### src/rtl/fir_serial_mc.sv
// Multi-channel FIR filter with bit-serial sample input and output.
// Every channel has its own delay line; one MAC walks the taps one per cycle.
module fir_serial_mc #(
   parameter int DATA_WIDTH   = 24,
   parameter int FIR_DEPTH    = 32,
   parameter int NUM_CHANNELS = 2,
   parameter int COEF_WIDTH   = 18,
   parameter int COEF_FRAC    = 16,
   parameter int LSB_FIRST    = 1
) (
   input  logic                                                      i_clk,
   input  logic                                                      i_rst_n,
   input  logic                                                      i_en,
   input  logic                                                      i_din,
   input  logic                                                      i_din_valid,
   output logic                                                      o_ready,
   input  logic                                                      i_coef_we,
   input  logic [$clog2(FIR_DEPTH)-1:0]                              i_coef_addr,
   input  logic signed [COEF_WIDTH-1:0]                              i_coef_data,
   output logic                                                      o_dout,
   output logic                                                      o_dout_valid,
   output logic [((NUM_CHANNELS > 1) ? $clog2(NUM_CHANNELS) : 1)-1:0] o_dout_chan,
   input  logic                                                      i_ready
);

   localparam int CAW  = $clog2(FIR_DEPTH);
   localparam int CHW  = (NUM_CHANNELS > 1) ? $clog2(NUM_CHANNELS) : 1;
   localparam int BCW  = $clog2(DATA_WIDTH);
   localparam int TCW  = $clog2(FIR_DEPTH + 1);
   localparam int PW   = DATA_WIDTH + COEF_WIDTH;
   localparam int ACCW = PW + $clog2(FIR_DEPTH);

   localparam logic [1:0] S_IDLE = 2'd0;
   localparam logic [1:0] S_MAC  = 2'd1;
   localparam logic [1:0] S_OUT  = 2'd2;

   localparam logic [COEF_WIDTH-1:0] COEF_ONE = {{(COEF_WIDTH-1){1'b0}}, 1'b1} << COEF_FRAC;

   logic [1:0]             state_q, state_d;
   logic [BCW-1:0]         bit_cnt_q, bit_cnt_d;
   logic [DATA_WIDTH-1:0]  sr_in_q, sr_in_d;
   logic [TCW-1:0]         tap_cnt_q, tap_cnt_d;
   logic signed [ACCW-1:0] acc_q, acc_d;
   logic [DATA_WIDTH-1:0]  out_sr_q, out_sr_d;
   logic [BCW-1:0]         out_cnt_q, out_cnt_d;
   logic [CHW-1:0]         chan_q, chan_d;
   logic [CHW-1:0]         dchan_q, dchan_d;
   logic                   push;

   logic signed [DATA_WIDTH-1:0] x_q [NUM_CHANNELS][FIR_DEPTH];
   logic signed [COEF_WIDTH-1:0] coef_q [FIR_DEPTH];

   logic                         coef_we_ok;
   logic [FIR_DEPTH-1:0]         coef_hit;
   logic [DATA_WIDTH-1:0]        sr_in_shift;
   logic [DATA_WIDTH-1:0]        out_sr_shift;
   logic [CAW-1:0]               tap_idx;
   logic signed [DATA_WIDTH-1:0] mac_x;
   logic signed [COEF_WIDTH-1:0] mac_coef;
   logic signed [PW-1:0]         prod;
   logic signed [ACCW-1:0]       prod_ext;
   logic signed [ACCW-1:0]       acc_shr;
   logic                         pos_ovf, neg_ovf;
   logic [DATA_WIDTH-1:0]        sat_val;

   // Coefficients may only change between frames so a MAC pass never mixes old and new taps.
   assign coef_we_ok = i_coef_we && (state_q == S_IDLE) && (bit_cnt_q == '0);

   genvar gi;
   generate
      for (gi = 0; gi < FIR_DEPTH; gi++) begin : g_coef_dec
         assign coef_hit[gi] = coef_we_ok && (i_coef_addr == CAW'(gi));
      end
   endgenerate

   always_comb begin
      if (LSB_FIRST != 0) begin
         sr_in_shift  = {i_din, sr_in_q[DATA_WIDTH-1:1]};
         out_sr_shift = {1'b0, out_sr_q[DATA_WIDTH-1:1]};
      end else begin
         sr_in_shift  = {sr_in_q[DATA_WIDTH-2:0], i_din};
         out_sr_shift = {out_sr_q[DATA_WIDTH-2:0], 1'b0};
      end
   end

   assign tap_idx  = tap_cnt_q[CAW-1:0];
   assign mac_x    = x_q[chan_q][tap_idx];
   assign mac_coef = coef_q[tap_idx];
   assign prod     = mac_coef * mac_x;
   assign prod_ext = {{(ACCW-PW){prod[PW-1]}}, prod};

   // Arithmetic shift floors toward -inf; overflow means the bits above the
   // result sign are not all copies of it.
   assign acc_shr = acc_q >>> COEF_FRAC;
   assign pos_ovf = ~acc_shr[ACCW-1] & (|acc_shr[ACCW-2:DATA_WIDTH-1]);
   assign neg_ovf = acc_shr[ACCW-1] & ~(&acc_shr[ACCW-2:DATA_WIDTH-1]);

   always_comb begin
      if (pos_ovf) begin
         sat_val = {1'b0, {(DATA_WIDTH-1){1'b1}}};
      end else if (neg_ovf) begin
         sat_val = {1'b1, {(DATA_WIDTH-1){1'b0}}};
      end else begin
         sat_val = acc_shr[DATA_WIDTH-1:0];
      end
   end

   always_comb begin
      state_d   = state_q;
      bit_cnt_d = bit_cnt_q;
      sr_in_d   = sr_in_q;
      tap_cnt_d = tap_cnt_q;
      acc_d     = acc_q;
      out_sr_d  = out_sr_q;
      out_cnt_d = out_cnt_q;
      chan_d    = chan_q;
      dchan_d   = dchan_q;
      push      = 1'b0;
      case (state_q)
         S_IDLE: begin
            if (i_din_valid) begin
               sr_in_d = sr_in_shift;
               if (bit_cnt_q == BCW'(DATA_WIDTH - 1)) begin
                  bit_cnt_d = '0;
                  push      = 1'b1;
                  acc_d     = '0;
                  tap_cnt_d = '0;
                  state_d   = S_MAC;
               end else begin
                  bit_cnt_d = bit_cnt_q + 1'b1;
               end
            end
         end
         S_MAC: begin
            // The count runs one past the last tap; that extra edge loads the result.
            if (tap_cnt_q == TCW'(FIR_DEPTH)) begin
               out_sr_d  = sat_val;
               out_cnt_d = '0;
               dchan_d   = chan_q;
               state_d   = S_OUT;
            end else begin
               acc_d     = acc_q + prod_ext;
               tap_cnt_d = tap_cnt_q + 1'b1;
            end
         end
         S_OUT: begin
            if (i_ready) begin
               out_sr_d = out_sr_shift;
               if (out_cnt_q == BCW'(DATA_WIDTH - 1)) begin
                  out_cnt_d = '0;
                  state_d   = S_IDLE;
                  chan_d    = (chan_q == CHW'(NUM_CHANNELS - 1)) ? '0 : chan_q + 1'b1;
               end else begin
                  out_cnt_d = out_cnt_q + 1'b1;
               end
            end
         end
         default: state_d = S_IDLE;
      endcase
   end

   always_ff @(posedge i_clk or negedge i_rst_n) begin
      if (!i_rst_n) begin
         state_q   <= S_IDLE;
         bit_cnt_q <= '0;
         sr_in_q   <= '0;
         tap_cnt_q <= '0;
         acc_q     <= '0;
         out_sr_q  <= '0;
         out_cnt_q <= '0;
         chan_q    <= '0;
         dchan_q   <= '0;
      end else if (i_en) begin
         state_q   <= state_d;
         bit_cnt_q <= bit_cnt_d;
         sr_in_q   <= sr_in_d;
         tap_cnt_q <= tap_cnt_d;
         acc_q     <= acc_d;
         out_sr_q  <= out_sr_d;
         out_cnt_q <= out_cnt_d;
         chan_q    <= chan_d;
         dchan_q   <= dchan_d;
      end
   end

   always_ff @(posedge i_clk or negedge i_rst_n) begin
      if (!i_rst_n) begin
         for (int c = 0; c < NUM_CHANNELS; c++) begin
            for (int k = 0; k < FIR_DEPTH; k++) begin
               x_q[c][k] <= '0;
            end
         end
      end else if (i_en && push) begin
         for (int c = 0; c < NUM_CHANNELS; c++) begin
            if (chan_q == CHW'(c)) begin
               x_q[c][0] <= sr_in_shift;
               for (int k = 1; k < FIR_DEPTH; k++) begin
                  x_q[c][k] <= x_q[c][k-1];
               end
            end
         end
      end
   end

   always_ff @(posedge i_clk or negedge i_rst_n) begin
      if (!i_rst_n) begin
         for (int k = 0; k < FIR_DEPTH; k++) begin
            if (k == 0) begin
               coef_q[k] <= COEF_ONE;
            end else begin
               coef_q[k] <= '0;
            end
         end
      end else if (i_en) begin
         for (int k = 0; k < FIR_DEPTH; k++) begin
            if (coef_hit[k]) begin
               coef_q[k] <= i_coef_data;
            end
         end
      end
   end

   assign o_ready      = (state_q == S_IDLE);
   assign o_dout_valid = (state_q == S_OUT);
   assign o_dout       = (LSB_FIRST != 0) ? out_sr_q[0] : out_sr_q[DATA_WIDTH-1];
   assign o_dout_chan  = dchan_q;

endmodule

### config.mk
export PLATFORM = sky130hd
export DESIGN_NAME = fir_serial_mc
export DESIGN_NICKNAME = d
export VERILOG_FILES = /design/src/rtl/fir_serial_mc.sv
export SDC_FILE = /design/constraint.sdc
export NUM_CORES = 2
export LEC_CHECK = 0
export CAP_MARGIN = 20
export CORE_MARGIN = 3
export CORE_UTILIZATION = 60
export CTS_CLUSTER_SIZE = 24
export DETAILED_ROUTE_END_ITERATION = 10
export GPL_TIMING_DRIVEN = 0
export PLACE_DENSITY_LB_ADDON = 0.3
export REMOVE_ABC_BUFFERS = 1
export SETUP_SLACK_MARGIN = 0.1
export SYNTH_ARGS = -nofsm -noshare
export SYNTH_HDL_FRONTEND = slang
export SYNTH_SLANG_ARGS = --single-unit
### constraint.sdc
create_clock -name i_clk -period 13 [get_ports i_clk]
set_input_delay 2.6 -clock i_clk [delete_from_list [all_inputs] [get_ports i_clk]]
set_output_delay 2.6 -clock i_clk [all_outputs]
set_load 0.02 [all_outputs]
==> flow_summary.json <==
{
  "outcome": "finished, violations left",
  "failed_checks": "antenna rules",
  "vias_in_the_first_global_route": 71600,
  "routedWlPerCell_um": 23.0,
  "yosysWarningCount": 0,
  "cap_violations": 0,
  "p_leak_nw": 63.1,
  "post_route_cells_drive_above_1_share_pct": 42.5,
  "layout.cells.most_common": "sky130_fd_sc_hd__dfrtp_1",
  "rsz0062_at_grt": "no",
  "synth_edf_count": 0,
  "io_pins": 34,
  "regToRegEndpoint": "acc_q[46]",
  "dr_total_vias": 65300,
  "data_arrival_at_the_endpoint_of_the_critical_path_ns": 12.27,
  "cp_data_required_time_ns": 13.72,
  "fmax_ghz": 0.0866,
  "worst_setup_hold_path_clk_slew_ns": 0.06,
  "antenna_found_initial": 2,
  "grt_pass1_wl_um": 401000,
  "finish.utilization_pct": 67.0,
  "first_iter_violations": 4519,
  "avgViaCountPerCell": 6.17,
  "dieArea_mm2": 0.201,
  "initial_utilization_pct": 60.6,
  "die_h_um": 448,
  "htree_levels": 4,
  "dominantRegCellSynth": "sky130_fd_sc_hd__dfrtp_1",
  "min_from": "x_q[265]",
  "port_buffers": 33,
  "clock_sinks": 2226,
  "r2r-start": "tap_cnt_q[0]",
  "cts_resized": 0,
  "root_buffer": "sky130_fd_sc_hd__clkbuf_16",
  "synthesis.instances": 7942,
  "cts-root-to-sink-buffers": 3,
  "hold_viol": 0,
  "irDropWorstVdd_mv": 0.151,
  "tritoncts": "built",
  "routabilityCongestion": 0.881,
  "syn-cell-area_mm2": 0.117,
  "grt_util_all_layers_pct": 25.2,
  "post_synthesis_register_bit_count": 2226,
  "cts.hold.buffers_added": 0,
  "min_delay_path_depth": 1,
  "final.period_utilization_pct": 88.8,
  "setup-tns-final_ns": 0,
  "preCtsSetupSlack_ns": 1.61,
  "worst-setup-path-type": "reg2reg",
  "detail-route-antenna-nets": 1,
  "worst-path-max-fanout": 59,
  "share_of_synthesized_area_occupied_by_flip_flops_and_latches_pct": 47.6,
  "cellPowerDensity_mw_per_mm2": 141,
  "final_critical_path_setup_slack_ns": 1.46,
  "totalWireLength_um": 244000,
  "timing_worst_slew_pin_value_ns": 1.08,
  "crit_start": "tap_cnt_q[0]",
  "synthToLayoutAreaGrowth_pct": 10.7,
  "period_minus_slack_ns": 11.54,
  "cts_setup_buffers": 0,
  "synth_cell_type_count": 68,
  "crit_path_leading_delay_family": "adder cells",
  "async_flop_share_pct": 100,
  "worst_setup_skew_after_layout_ns": 0.0679,
  "avg_inst_size_synth_um2": 14.7,
  "drc": 0,
  "design.final.nets": 8529,
  "slew-limit-headroom_pct": 27.6,
  "timing.critical_path.mode_cell": "sky130_fd_sc_hd__fa_1",
  "design.core.area_mm2": 0.193,
  "worst_skew_pair.late_latency_ns": 0.87,
  "r2r_setup_slack_ns": 1.46,
  "cts_inserted_buffers": 221,
  "final_cell_mix": "2,219 x sky130_fd_sc_hd__dfrtp_1, 2,119 x sky130_fd_sc_hd__mux2_2, 659 x sky130_fd_sc_hd__mux4_2",
  "critical_path.slowest_cell": "sky130_fd_sc_hd__o41ai_1",
  "fp.dieW_um": 448,
  "drt_pass1_iterations": 5,
  "timing.critical_path.from_type": "flip-flop",
  "worstRegToRegCells": 30,
  "timing.critical_path.buf_inv": 8,
  "critical_path_end_type": "flip-flop",
  "finalMaxSlewViolations": 0,
  "rows": 161,
  "setup-violations-final": 0,
  "timing.hold.worst_endpoint": "x_q[241]",
  "slowest_delay_ns": 0.86,
  "overflow": 0,
  "dp_hpwl_um": 160000,
  "maximum_number_of_pins_on_one_net_before_global_route_repair": 189,
  "min_path_type": "reg2reg"
}
[metrics by stage]
stage / area, um^2 / instances / hold WS [ns] / power, mW
after floorplan: 115000 / 7419 / 0.443 / 11.1
after global placement: 118000 / 9978 / 0.461 / 12.2
after detailed placement: 122000 / 10200 / 0.470 / 12.0
after CTS: 129000 / 10600 / 0.483 / 18.5
after global routing: 130000 / 10600 / 0.504 / 19.2
final: 130000 / 10600 / 0.480 / 18.3
[per-layer routing]
layer,GRT usage (%),share of wire (%),vias up
li1,-,-,28000
met5,0,0,-
met3,3.91,4.7,388
met2,41.2,49,1336
met1,35.5,43,35500
met4,6.90,2.5,0
[how the worst max path moves through the flow]
stage | to | slack (ns) | cells after the start
final | acc_q[46] | 1.46 | 30
after global placement | x_q[952] | -417.67 | 2
after floorplan | x_q[1000] | -176.58 | 2
after detailed placement | acc_q[46] | 1.61 | 30
after global routing | acc_q[46] | 0.98 | 30
after CTS | acc_q[46] | 1.54 | 30
[state kept, by name, summed over array words and instances (netlist names), 2 cells and up]
name	flops
acc_q	47
bit_cnt_q	5
coef_q	576
out_cnt_q	5
out_sr_q	24
sr_in_q	23
state_q	2
tap_cnt_q	6
x_q	1536
[kinds of logic (layout without fill, tap and decap cells)]
family | after synthesis | in the layout | share of synthesized area (%)
other | 0 | 6 | 0
XOR/XNOR | 50 | 50 | 0.374
AO/OA/AOI/OAI | 300 | 300 | 1.62
multiplexers | 2808 | 2808 | 33.3
adder cells (fa/ha/maj) | 630 | 630 | 9.87
flip-flops | 2226 | 2226 | 47.6
buffers and inverters | 1102 | 1207 | 3.96
AND/OR/NAND/NOR | 826 | 826 | 3.31
[synth_stat cells, drive strengths merged, types with 10 or more instances]
library cell / count / area [um^2]
dfrtp: 2225 / 55700
mux2: 2121 / 23900
mux4: 659 / 14800
inv: 579 / 2170
fa: 490 / 9810
nand2: 380 / 1430
buf: 328 / 1730
clkbuf: 195 / 732
nor2: 153 / 599
ha: 140 / 1750
nor2b: 135 / 845
a21oi: 88 / 448
o21ai: 75 / 387
nand2b: 60 / 375
xnor2: 37 / 324
mux2i: 28 / 288
o31ai: 28 / 210
nand3: 26 / 140
a21o: 22 / 165
nand4: 20 / 150
a22o: 18 / 158
and2: 17 / 106
a31oi: 15 / 93.8
a211oi: 13 / 97.6
xor2: 13 / 114
nor3: 10 / 61.3
[final cells by class]
class	instances	area (um^2)
Timing Repair Buffer	227	3950
Inverter	579	2180
Fill cell	13000	63800
Multi-Input combinational cell	4614	57100
Tap cell	2526	3160
Sequential cell	2226	55700
Clock buffer	334	6670
Antenna cell	6	15.0
Clock inverter	67	787
[worst register-to-register path: cells and delay by family, from the launching register on]
| family | cells | cell delay (ns) |
|---|---|---|
| AO/OA/AOI/OAI | 6 | 2.09 |
| XOR/XNOR | 1 | 0.17 |
| adder cells (fa/ha/maj) | 8 | 3.92 |
| buffers and inverters | 8 | 2.42 |
| flip-flops | 1 | 0.85 |
| multiplexers | 2 | 0.94 |
| AND/OR/NAND/NOR | 5 | 1.03 |
[power by group]
| part | leakage [nW] | switching, mW | internal [mW] |
|---|---|---|---|
| logic | 28.5 | 2.56 | 1.86 |
| registers | 30.9 | 0.232 | 7.19 |
| clock network | 3.67 | 2.72 | 3.77 |
| total | 63.1 | 5.51 | 12.8 |
(Power assumes the default switching activity.)
